<file path="src/rtl/mem_access_ctrl.sv">
// Initiator-side sequencer for the byte-wide data memory: byte/halfword loads,
// halfword stores and ascending block copies, one request at a time.
module mem_access_ctrl #(
  parameter int unsigned ADDR_W = 8,
  parameter int unsigned LEN_W  = 8
) (
  input  logic              CLK,
  input  logic              reset,
  input  logic              req_valid,
  output logic              req_ready,
  input  logic [1:0]        req_op,
  input  logic [ADDR_W-1:0] req_addr,
  input  logic [ADDR_W-1:0] req_dst,
  input  logic [LEN_W-1:0]  req_len,
  input  logic [15:0]       req_wdata,
  output logic              resp_valid,
  output logic [15:0]       resp_rdata,
  output logic [ADDR_W-1:0] mem_addr,
  output logic              mem_read,
  output logic              mem_write,
  output logic [7:0]        mem_wdata,
  input  logic [7:0]        mem_rdata_b,
  input  logic [7:0]        mem_rdata_a
);

  localparam logic [1:0] OP_LOAD8   = 2'b00;
  localparam logic [1:0] OP_LOAD16  = 2'b01;
  localparam logic [1:0] OP_STORE16 = 2'b10;
  localparam logic [1:0] OP_COPY    = 2'b11;

  typedef enum logic [2:0] {
    S_IDLE, S_RD, S_WR_LO, S_WR_HI, S_CP_RD, S_CP_WR, S_DONE
  } state_e;

  state_e              state_q, state_d;
  logic [1:0]          op_q, op_d;
  logic [ADDR_W-1:0]   addr_q, addr_d;
  logic [ADDR_W-1:0]   dst_q, dst_d;
  logic [LEN_W-1:0]    len_q, len_d;
  logic [15:0]         wdata_q, wdata_d;
  logic [LEN_W-1:0]    cnt_q, cnt_d;
  logic [7:0]          hold_q, hold_d;
  logic                ready_q, ready_d;
  logic                resp_valid_q, resp_valid_d;
  logic [15:0]         resp_rdata_q, resp_rdata_d;
  logic [ADDR_W-1:0]   mem_addr_q, mem_addr_d;
  logic                mem_read_q, mem_read_d;
  logic                mem_write_q, mem_write_d;
  logic [7:0]          mem_wdata_q, mem_wdata_d;

  // State and registered outputs; reset abandons any in-flight operation.
  always_ff @(posedge CLK) begin
    if (!reset) begin
      state_q      <= S_IDLE;
      op_q         <= '0;
      addr_q       <= '0;
      dst_q        <= '0;
      len_q        <= '0;
      wdata_q      <= '0;
      cnt_q        <= '0;
      hold_q       <= '0;
      ready_q      <= 1'b0;
      resp_valid_q <= 1'b0;
      resp_rdata_q <= '0;
      mem_addr_q   <= '0;
      mem_read_q   <= 1'b0;
      mem_write_q  <= 1'b0;
      mem_wdata_q  <= '0;
    end else begin
      state_q      <= state_d;
      op_q         <= op_d;
      addr_q       <= addr_d;
      dst_q        <= dst_d;
      len_q        <= len_d;
      wdata_q      <= wdata_d;
      cnt_q        <= cnt_d;
      hold_q       <= hold_d;
      ready_q      <= ready_d;
      resp_valid_q <= resp_valid_d;
      resp_rdata_q <= resp_rdata_d;
      mem_addr_q   <= mem_addr_d;
      mem_read_q   <= mem_read_d;
      mem_write_q  <= mem_write_d;
      mem_wdata_q  <= mem_wdata_d;
    end
  end

  // Strobes are computed for the state being entered so they cover its whole cycle.
  always_comb begin
    state_d      = state_q;
    op_d         = op_q;
    addr_d       = addr_q;
    dst_d        = dst_q;
    len_d        = len_q;
    wdata_d      = wdata_q;
    cnt_d        = cnt_q;
    hold_d       = hold_q;
    ready_d      = 1'b0;
    resp_valid_d = 1'b0;
    resp_rdata_d = resp_rdata_q;
    mem_addr_d   = '0;
    mem_read_d   = 1'b0;
    mem_write_d  = 1'b0;
    mem_wdata_d  = '0;

    unique case (state_q)
      S_IDLE: begin
        if (req_valid && ready_q) begin
          op_d    = req_op;
          addr_d  = req_addr;
          dst_d   = req_dst;
          len_d   = req_len;
          wdata_d = req_wdata;
          cnt_d   = '0;
          unique case (req_op)
            OP_LOAD8, OP_LOAD16: begin
              state_d    = S_RD;
              mem_addr_d = req_addr;
              mem_read_d = 1'b1;
            end
            OP_STORE16: begin
              state_d     = S_WR_LO;
              mem_addr_d  = req_addr;
              mem_wdata_d = req_wdata[7:0];
              mem_write_d = 1'b1;
            end
            OP_COPY: begin
              if (req_len == '0) begin
                state_d      = S_DONE;
                resp_valid_d = 1'b1;
                resp_rdata_d = '0;
              end else begin
                state_d    = S_CP_RD;
                mem_addr_d = req_addr;
                mem_read_d = 1'b1;
              end
            end
            default: state_d = S_IDLE;
          endcase
        end else begin
          ready_d = 1'b1;
        end
      end
      S_RD: begin
        state_d      = S_DONE;
        resp_valid_d = 1'b1;
        resp_rdata_d = (op_q == OP_LOAD16) ? {mem_rdata_a, mem_rdata_b}
                                           : {8'h00, mem_rdata_b};
      end
      S_WR_LO: begin
        state_d     = S_WR_HI;
        mem_addr_d  = addr_q + ADDR_W'(1);
        mem_wdata_d = wdata_q[15:8];
        mem_write_d = 1'b1;
      end
      S_WR_HI: begin
        state_d      = S_DONE;
        resp_valid_d = 1'b1;
        resp_rdata_d = '0;
      end
      S_CP_RD: begin
        state_d     = S_CP_WR;
        hold_d      = mem_rdata_b;
        mem_addr_d  = dst_q + ADDR_W'(cnt_q);
        mem_wdata_d = hold_d;
        mem_write_d = 1'b1;
      end
      S_CP_WR: begin
        if (cnt_q == len_q - LEN_W'(1)) begin
          state_d      = S_DONE;
          resp_valid_d = 1'b1;
          resp_rdata_d = 16'(len_q);
        end else begin
          state_d    = S_CP_RD;
          cnt_d      = cnt_q + LEN_W'(1);
          mem_addr_d = addr_q + ADDR_W'(cnt_q) + ADDR_W'(1);
          mem_read_d = 1'b1;
        end
      end
      S_DONE: begin
        state_d = S_IDLE;
        ready_d = 1'b1;
      end
      default: state_d = S_IDLE;
    endcase
  end

  assign req_ready  = ready_q;
  assign resp_valid = resp_valid_q;
  assign resp_rdata = resp_rdata_q;
  assign mem_addr   = mem_addr_q;
  assign mem_read   = mem_read_q;
  assign mem_write  = mem_write_q;
  assign mem_wdata  = mem_wdata_q;

endmodule

</file>
<file path="config.mk">
export PLATFORM = sky130hd
export DESIGN_NAME = mem_access_ctrl
export DESIGN_NICKNAME = d
export VERILOG_FILES = /design/src/rtl/mem_access_ctrl.sv
export SDC_FILE = /design/constraint.sdc
export NUM_CORES = 1
export LEC_CHECK = 0
export CAP_MARGIN = 15
export CORE_MARGIN = 2
export CORE_UTILIZATION = 55
export DETAILED_ROUTE_END_ITERATION = 12
export PLACE_DENSITY = 0.87
export SYNTH_ARGS = -nofsm -noshare
export SYNTH_HDL_FRONTEND = slang
export SYNTH_SLANG_ARGS = --single-unit
</file>
<file path="constraint.sdc">
create_clock -name CLK -period 4.93 [get_ports CLK]
set_clock_uncertainty 0.05 [all_clocks]
set_input_delay 0.986 -clock CLK [delete_from_list [all_inputs] [get_ports CLK]]
set_output_delay 0.986 -clock CLK [all_outputs]
set_load 0.03 [all_outputs]
</file>
==> reports/qor.yml <==
place_ws_ns: 1.30
r2r_setup_slack_ns: 2.16
layout-drive-gt1-share_pct: 4.85
synth_compound_area_share_pct: 23.2
max-cap-violations: 0
postCtsHoldBufs: 0
htree_num_levels: 3
synth_commonest_cells: "nand2_1 (106), dfxtp_1 (81), a21boi_0 (38), nor2_1 (32), clkbuf_1 (23)"
wirelength_um: 12900
synth-xor-area-share_pct: 5.25
grt_overflow: 0
synth_area_um2: 4500
dieArea_um2: 8920
placed_cells: 704
finalMaxSlewViolations: 0
dp_hpwl_um: 9350
antenna_found_initial: 0
postRouteAntennaNets: 0
slowest_stage: "nor4_1"
fill_cells: 625
met3_length_um: 1280
dr.pass1.iters: 6
yosys.area_share.simple_pct: 22.5
grt_setup_unrepaired: "false"
cts_buffers: 9
period_needed_ns: 3.31
whs_ns: 0.418
crit_chain: "clkdlybuf4s50_1 -> nor4_1 -> nand4_1 -> nand2_1 -> and2_1 -> nand3_2 -> a32o_1"
grtUsageTotal_pct: 30.0
fp.coreArea_um2: 7850
ys_seq_area_share_pct: 36.0
max_freq_ghz: 0.302
post_dp_cell_area_um2: 5480
grt_pass1_wl_um: 20700
p_per_area_nw_per_um2: 366
clk_latency_ns: 0.37
max_stage_delay_ns: 0.53
grt_pass1_vias: 4324
crit_type: "in -> reg"
synth_top_area_share_pct: 36.0
ioPinCount: 97
synth_top_family_by_area: "compound AO/OA/AOI/OAI gates"
relSlewSlack_pct: 38.3
outcome: "finished, final reports clean"
syn_nets: 614
startpoint_type: "input pin"
drtIter0Drc: 452
via_count: 4410
finalHoldViolations: 0
max-vdd-ir-drop_v: 0.000223
yosysMostFrequentCell: "nand2_1"
ys.flop_type: "dfxtp_1"
critical_path_arrival_ns: 3.53
layout_worst_path_cycle_share_pct: 67.1
drc: 0
design_area_um2: 5660
cts_sinks: 81
yosysTopAreaCell: "dfxtp_1"
ys_ff_latch: 81
critPathCapture: "resp_rdata[2]$_SDFFE_PN0P_"
synth_area_per_cell_um2: 8.43
io_buffers: 96
synthAdderAreaFrac_pct: 5.62
ys_types: 54
syn_to_final_growth_pct: 25.9
routed.top_layer: "met4"
finalSetupTns_ns: 0
setup_viol: 0
rows: 32
synth_edf_count: 0
cts_tree: "yes"
async_flop_share_pct: 0
num-nets-final: 694
muxShareOfSynthArea_pct: 3.34
instances_no_fill: 721
cts-resized-gates: 0
met1_length_um: 5110
power_leakage_nw: 2.11
post-cts-setup-buffers: 0
cts.path.max_buffers: 2
clock-root-buffer: "clkbuf_8"
critPathLaunch: "req_len[0]"
synth_area_leaders: "dfxtp_1 (36%), nand2_1 (8.8%), a21boi_0 (6.3%)"
die_w_um: 94.5
gp_congestion: 0.915
antenna_cells: 0
crit_fanout: 9
clk_pin_slew_ns: 0.09
die_h_um: 94.5
ys_warn_count: 0
met2WireLength_um: 6150
wl_per_cell_um: 17.9
grt_max_degree: 62
syn_inst: 534
initial_core_util_pct: 57.4
required_ns: 5.15
regToRegStartpoint: "len_q[0]$_SDFFE_PN0P_"
cp-end-kind: "register"
worst_slack_ns: 1.62
r2r_end: "resp_rdata[13]$_SDFFE_PN0P_"
hold_class: "reg -> reg"
ff2ff_path_depth: 8
tightest_slew_ns: 0.922
viasPerCell: 6.12
## cell type report
cell class / count / area (um^2) / share of cell area [%]
Clock buffer: 9 / 124 / 2.19
Clock inverter: 7 / 52.6 / 0.928
Inverter: 9 / 33.8 / 0.596
Multi-Input combinational cell: 412 / 2700 / 47.7
Sequential cell: 81 / 1620 / 28.6
Tap cell: 102 / 128 / 2.25
Timing Repair Buffer: 101 / 1000 / 17.7
## critical path, delay by kind of cell
family | cells | cell delay (ns)
simple gates | 5 | 1.76
buf+inv | 1 | 0.44
compound gates | 1 | 0.34
## routing by layer
layer | global-route usage, % | vias to the layer above
met3 | 7.66 | 39
met1 | 37.8 | 2064
met4 | 10.9 | 0
li1 | - | 2067
met5 | 0 | -
met2 | 49.6 | 240
## kinds of logic (layout without fill, tap and decap cells)
kind of cell | count (synthesis) | in the layout
AND/OR/NAND/NOR | 213 | 213
AO/OA/AOI/OAI | 138 | 138
flip-flops | 81 | 81
buffers and inverters | 41 | 126
XOR/XNOR | 27 | 27
adder cells (fa/ha/maj) | 19 | 19
multiplexers | 15 | 15
## worst min path at each step
| stage | startpoint | end | slack, ns | depth (start not counted) |
|---|---|---|---|---|
| floorplan | op_q[0]$_SDFFE_PN0P_ | op_q[0]$_SDFFE_PN0P_ | 0.39 | 2 |
| global placement | op_q[0]$_SDFFE_PN0P_ | op_q[0]$_SDFFE_PN0P_ | 0.40 | 2 |
| detailed placement | op_q[0]$_SDFFE_PN0P_ | op_q[0]$_SDFFE_PN0P_ | 0.41 | 2 |
| CTS | op_q[0]$_SDFFE_PN0P_ | op_q[0]$_SDFFE_PN0P_ | 0.42 | 2 |
| global route | op_q[0]$_SDFFE_PN0P_ | op_q[0]$_SDFFE_PN0P_ | 0.44 | 2 |
| finish | op_q[0]$_SDFFE_PN0P_ | op_q[0]$_SDFFE_PN0P_ | 0.42 | 2 |
## state kept, by name, indices dropped and copies added (netlist names), 2 cells and up
register	cells
resp_rdata	16
addr_q	8
cnt_q	8
dst_q	8
len_q	8
mem_addr	8
mem_wdata	8
wdata_q	8
state_q	3
op_q	2
## through the flow
step                util (%)  total power [mW]
CTS                     72.0              2.06
global placement        69.8              1.59
detailed placement      69.8              1.61
floorplan                  -              1.36
global route            72.2              2.18
finish                  72.2              2.07
## power by group
group	total, mW	internal, mW	switching [mW]	leakage (nW)
Clock	0.451	0.186	0.265	0.0900
Sequential	0.852	0.743	0.109	0.656
Combinational	0.770	0.312	0.458	1.37
Total	2.07	1.24	0.831	2.11
## cells in the final DEF, fill, tap and decap left out, types with 5 or more instances in the layout
master,count
mux2i_1,15
nor2_1,32
clkbuf_8,9
o211ai_1,7
nand3b_1,5
a21oi_1,10
dfxtp_1,81
a222oi_1,8
inv_1,9
a32o_1,9
a41oi_1,9
nand2_1,106
nand2b_1,19
clkdlybuf4s50_1,96
o21ai_0,18
a21boi_0,38
xor2_1,17
nand3_1,15
xnor2_1,10
ha_1,17
o22ai_1,7
and3_1,6
nor3_1,6
Power figures use the tool's default switching activity.
